==> config.mk <==
export PLATFORM = sky130hd
export DESIGN_NAME = iosc_skin
export DESIGN_NICKNAME = d
export VERILOG_FILES = /design/src/rtl/iosc_skin.sv
export SDC_FILE = /design/constraint.sdc
export NUM_CORES = 1
export LEC_CHECK = 0
export CAP_MARGIN = 15
export CORE_UTILIZATION = 45
export CTS_BUF_LIST = sky130_fd_sc_hd__clkbuf_16
export CTS_CLUSTER_DIAMETER = 120
export DETAILED_ROUTE_END_ITERATION = 12
export PLACE_DENSITY = 0.68
export SETUP_SLACK_MARGIN = 0.2
export SYNTH_ARGS = -nofsm -noshare
export SYNTH_HDL_FRONTEND = slang
export SYNTH_SLANG_ARGS = --single-unit
export TNS_END_PERCENT = 10
==> constraint.sdc <==
create_clock -name clk -period 2.5 [get_ports clk]
set_input_delay 0.5 -clock clk [delete_from_list [all_inputs] [get_ports clk]]
set_output_delay 0.5 -clock clk [all_outputs]
set_load 0.01 [all_outputs]
==> src/rtl/iosc_skin.sv <==
// Skin-side register block for the core IO shell: timer, interrupt pending/mask, software interrupt, scratch and ID.
// Optional build macro IOSC_SKIN_PRESCALE_EN adds an 8-bit timer prescaler (PRESC register at offset 0x20).
`ifndef DATA_WIDTH
`define DATA_WIDTH 32
`endif

module iosc_skin #(
  parameter logic [`DATA_WIDTH-1:0] BASE_ADDR = 32'h0000_1000,
  parameter logic [`DATA_WIDTH-1:0] ID_VALUE  = 32'h1050_0001
) (
  input  logic                   clk,
  input  logic                   rst_n,
  input  logic                   i_oen,
  input  logic                   i_ien,
  input  logic [`DATA_WIDTH-1:0] i_addr,
  input  logic [`DATA_WIDTH-1:0] i_data,
  output logic [`DATA_WIDTH-1:0] o_data,
  output logic [`DATA_WIDTH-1:0] o_interrupt
);

  localparam int W = `DATA_WIDTH;

  localparam logic [3:0] IDX_CTRL    = 4'h0;
  localparam logic [3:0] IDX_LOAD    = 4'h1;
  localparam logic [3:0] IDX_COUNT   = 4'h2;
  localparam logic [3:0] IDX_PEND    = 4'h3;
  localparam logic [3:0] IDX_MASK    = 4'h4;
  localparam logic [3:0] IDX_SWI     = 4'h5;
  localparam logic [3:0] IDX_SCRATCH = 4'h6;
  localparam logic [3:0] IDX_ID      = 4'h7;
  localparam logic [3:0] IDX_PRESC   = 4'h8;

  logic         sel;
  logic         wr;
  logic         rd;
  logic [3:0]   idx;
  logic         wr_ctrl;
  logic         wr_count;

  logic         ctrl_en;
  logic         ctrl_reload;
  logic [W-1:0] load_q;
  logic [W-1:0] count_q;
  logic [1:0]   pend_q;
  logic [1:0]   mask_q;
  logic [W-1:0] scratch_q;

  logic         tick;
  logic         expire;
  logic         swi_set;
  logic [W-1:0] rdata;

  logic         unused_addr;

  assign sel      = (i_addr[W-1:8] == BASE_ADDR[W-1:8]);
  assign wr       = i_oen & sel;
  assign rd       = i_ien & sel;
  assign idx      = i_addr[5:2];
  assign wr_ctrl  = wr && (idx == IDX_CTRL);
  assign wr_count = wr && (idx == IDX_COUNT);

  assign unused_addr = &{1'b0, i_addr[7:6], i_addr[1:0]};

`ifdef IOSC_SKIN_PRESCALE_EN
  logic [7:0] presc_q;
  logic [7:0] psc_cnt;

  // Tick fires on the cycle the prescaler reaches PRESC, giving one tick every PRESC+1 cycles.
  assign tick = ctrl_en && (psc_cnt == presc_q);

  always_ff @(posedge clk or negedge rst_n) begin
    if (!rst_n) begin
      presc_q <= '0;
      psc_cnt <= '0;
    end else begin
      if (wr && (idx == IDX_PRESC))
        presc_q <= i_data[7:0];
      if (!ctrl_en || wr_ctrl || wr_count || (psc_cnt == presc_q))
        psc_cnt <= '0;
      else
        psc_cnt <= psc_cnt + 8'd1;
    end
  end
`else
  assign tick = ctrl_en;
`endif

  assign expire  = tick && (count_q == '0);
  assign swi_set = wr && (idx == IDX_SWI) && i_data[0];

  always_ff @(posedge clk or negedge rst_n) begin
    if (!rst_n) begin
      ctrl_en     <= 1'b0;
      ctrl_reload <= 1'b0;
      load_q      <= '0;
      count_q     <= '0;
      mask_q      <= '0;
      scratch_q   <= '0;
    end else begin
      // Bus writes take priority over the timer's own updates to CTRL and COUNT.
      if (wr_ctrl) begin
        ctrl_en     <= i_data[0];
        ctrl_reload <= i_data[1];
      end else if (expire && !ctrl_reload) begin
        ctrl_en <= 1'b0;
      end

      if (wr_count)
        count_q <= i_data;
      else if (tick && (count_q != '0))
        count_q <= count_q - 1'b1;
      else if (expire && ctrl_reload)
        count_q <= load_q;

      if (wr && (idx == IDX_LOAD))
        load_q <= i_data;
      if (wr && (idx == IDX_MASK))
        mask_q <= i_data[1:0];
      if (wr && (idx == IDX_SCRATCH))
        scratch_q <= i_data;
    end
  end

  // Set events beat a same-cycle write-1-to-clear on the same bit.
  always_ff @(posedge clk or negedge rst_n) begin
    if (!rst_n) begin
      pend_q <= '0;
    end else begin
      if (expire)
        pend_q[0] <= 1'b1;
      else if (wr && (idx == IDX_PEND) && i_data[0])
        pend_q[0] <= 1'b0;

      if (swi_set)
        pend_q[1] <= 1'b1;
      else if (wr && (idx == IDX_PEND) && i_data[1])
        pend_q[1] <= 1'b0;
    end
  end

  always_comb begin
    rdata = '0;
    case (idx)
      IDX_CTRL:    rdata[1:0] = {ctrl_reload, ctrl_en};
      IDX_LOAD:    rdata = load_q;
      IDX_COUNT:   rdata = count_q;
      IDX_PEND:    rdata[1:0] = pend_q;
      IDX_MASK:    rdata[1:0] = mask_q;
      IDX_SCRATCH: rdata = scratch_q;
      IDX_ID:      rdata = ID_VALUE;
`ifdef IOSC_SKIN_PRESCALE_EN
      IDX_PRESC:   rdata[7:0] = presc_q;
`endif
      default:     rdata = '0;
    endcase
  end

  always_ff @(posedge clk or negedge rst_n) begin
    if (!rst_n) begin
      o_data      <= '0;
      o_interrupt <= '0;
    end else begin
      if (rd)
        o_data <= rdata;
      o_interrupt <= {{(W-2){1'b0}}, pend_q & mask_q};
    end
  end

endmodule

==> flow_summary.yaml <==
clock_network:
  clk_latency_ps: 430
  clock_sinks: 136
  cts_tree: "built"
  hold_buffers: 0
  clockBufferDepth: 2
  cts_buffers: 17
  clockRootBuffer: "clkbuf_16"
  cts.htree.levels: 4
  clk_pin_slew_ps: 60
synth:
  synth_ff_type: "dfrtp_1"
  ys_async_sr_fraction_pct: 100
  netlist_area_um2: 7390
  synth.distinct_cells: 72
  synth_area_per_cell_um2: 10.1
  ys_ff_latch: 136
  yosysSeqAreaShare_pct: 46.0
  synth_warnings: 0
  syn_inst: 731
  synth_edf_count: 0
floorplanning:
  die_area_um2: 16900
  core_area_um2: 15900
  start_util_pct: 46.4
  ios: 132
  die_x_um: 130
  rows: 46
  die_y_um: 130
drt:
  dr.pass1.iters: 7
  num_vias: 6564
  post_drt_wl_per_cell_um: 19.5
  wl_mm: 21.9
  vias_per_cell: 5.85
  ant_nets: 0
  drc: 0
  drtIter0Drc: 675
grt:
  grt_max_degree: 58
  grt_usage_pct: 27.1
  grt_overflow: 0
  grt_pass1_wl_mm: 34.9
  grt_pass1_vias: 6623
  antenna_found_initial: 0
timing:
  setup_viol: 0
  grt_setup_unrepaired: "yes"
  skew_ps: 4.94
  min_period_over_period_pct: 92.2
  clock.fmax_mhz: 434
  maxSlewHeadroom_pct: 61.4
  fin_hold_ws_ps: 37.1
  tightest_slew_ps: 579
  slew_violations: 0
  hold_viol_final: 0
  period_minus_slack_ps: 2300
outcome:
  status: "complete, no violations"
worst_setup_path:
  critPathKind: "flop to flop"
  r2r_cells: 7
  cp_data_arrival_time_ps: 2650
  cpMaxStageDelayCell: "or4_4"
  endpoint: "count_q[9]"
  critical_path.cell_chain: "or4_4 -> nor4_4 -> and4_4 -> buf_6 -> and3_4 -> a21oi_1 -> a31oi_1"
  cp-startpoint: "count_q[25]"
  end_kind: "flop"
  cpPeakStageDelay_ps: 560
  start_kind: "flop"
  critPathRequiredTime_ps: 2840
  critPathMaxFanout: 4
  r2r_setup_slack_ps: 200
  r2r_end: "count_q[9]"
  reg2reg_from: "count_q[25]"
placement:
  detailed_place.area_um2: 9030
  place_hpwl_mm: 15.2
  place_congestion: 0.918
  port_buffers: 97
cells_and_area:
  nets: 963
  diodes: 0
  finalInstanceArea_um2: 9910
  syn_to_final_growth_pct: 34.1
  drive_gt1_share_pct: 27.6
hold_path:
  min-delay-path-class: "primary input to async pin"
job:
  cap_violations: 0
power_and_ir_drop:
  p_per_area_nw_per_um2: 504
  p_leak_nw: 4.20
  ir_worst_vdd_v: 0.000514
## final cells by class
class | instances | area [µm²]
inverter | 10 | 37.5
clock buffer | 17 | 425
fill | 1331 | 6030
timing repair buffer | 195 | 1860
sequential | 136 | 3400
tap | 216 | 270
clock inverter | 15 | 160
multi-input combinational | 533 | 3750
## how the worst min path moves through the flow
stage | end | cells past startpoint
5_1_grt | load_q[14] | 1
3_5_place_dp | o_data[6] | 2
2_1_floorplan | count_q[0] | 0
3_3_place_gp | o_data[3] | 2
4_1_cts | scratch_q[13] | 1
6_report | load_q[14] | 1
## layer usage
layer | vias to the layer above | part of all wire (%) | wire length (µm) | global-route usage, %
li1 | 2952 | - | - | -
met1 | 3291 | 43 | 9330 | 35.8
met2 | 285 | 49 | 10800 | 44.7
met3 | 36 | 6.1 | 1340 | 5.66
met4 | 0 | 2.0 | 436 | 8.34
met5 | - | 0 | 0 | 0
## critical path: cells and delay by family, from the launching register on
kind                   cells  cell delay, ps
DFF                        1             380
AOI/OAI and AO/OA          2             250
and+or+nand+nor            4            1460
buffers and inverters      1             130
## sequential cells by signal, indices dropped and copies added (netlist names)
register     count
count_q         32
ctrl_en          1
ctrl_reload      1
load_q          32
mask_q           2
o_data          32
o_interrupt      2
pend_q           2
scratch_q       32
## report_power, final
group          switching [mW]  leakage [nW]  internal, mW
clock network           0.965         0.283          1.55
logic                   0.147          2.14         0.129
registers            0.000350          1.78          2.20
total                    1.11          4.20          3.88
## cell usage after synthesis (10+ instances only)
cell type | n | share of area [%]
a21oi_1 | 32 | 2.2
nor3_1 | 14 | 0.95
buf_2 | 11 | 0.74
nand3_1 | 14 | 0.95
a222oi_1 | 28 | 3.8
clkbuf_1 | 30 | 1.5
nand2_1 | 79 | 4.0
nand4_1 | 10 | 0.85
mux2_2 | 65 | 9.9
dfrtp_1 | 136 | 46
nor4_1 | 14 | 1.2
inv_1 | 10 | 0.51
o21ai_0 | 57 | 3.9
xnor2_1 | 12 | 1.4
buf_4 | 31 | 3.1
nor2_1 | 38 | 1.9
## per-stage QoR
stage               utilization (%)  cells  total power, mW  setup slack [ps]  TNS, ps
floorplan                         -    760             2.35               221        0
global placement               56.6   1079             2.51              -164   -11030
detailed placement             56.6   1079             2.51              -121    -7660
CTS                            60.7   1113             5.02               178        0
global route                   62.2   1122             5.15               113        0
finish                         62.2   1122             4.99               195        0
## placed cells by master, fill, tap and decap left out, types with 10 or more instances in the layout
| cell type | n |
|---|---|
| buf_12 | 10 |
| nand4_1 | 10 |
| a21oi_1 | 30 |
| o21ai_0 | 50 |
| a222oi_1 | 28 |
| clkdlybuf4s50_1 | 96 |
| buf_4 | 80 |
| o21ai_1 | 10 |
| nand2_1 | 79 |
| conb_1 | 30 |
| nor3_1 | 12 |
| and2_1 | 10 |
| nor2_1 | 38 |
| dfrtp_1 | 136 |
| mux2_2 | 65 |
| clkbuf_16 | 17 |
| nand3_1 | 12 |
| xnor2_1 | 12 |
## timing repair
item | 4_1_cts | 5_1_grt
endpoints found under the setup margin | 16 | 115
gates resized for setup | 15 | 37
setup buffers | 2 | 9
pin swaps | 8 | 18
## logic make-up (layout without fill, tap and decap cells)
logic type	count (synthesis)	after routing	synth area share (%)
DFF	136	136	46.0
other	1	30	0.0507
and+or+nand+nor	235	235	17.5
AOI/OAI and AO/OA	181	181	16.4
xor gates and xnor gates	17	17	2.01
buffers and inverters	91	237	7.31
muxes	68	68	10.3
adders and majority gates	2	2	0.338
Power figures use the tool's default switching activity.
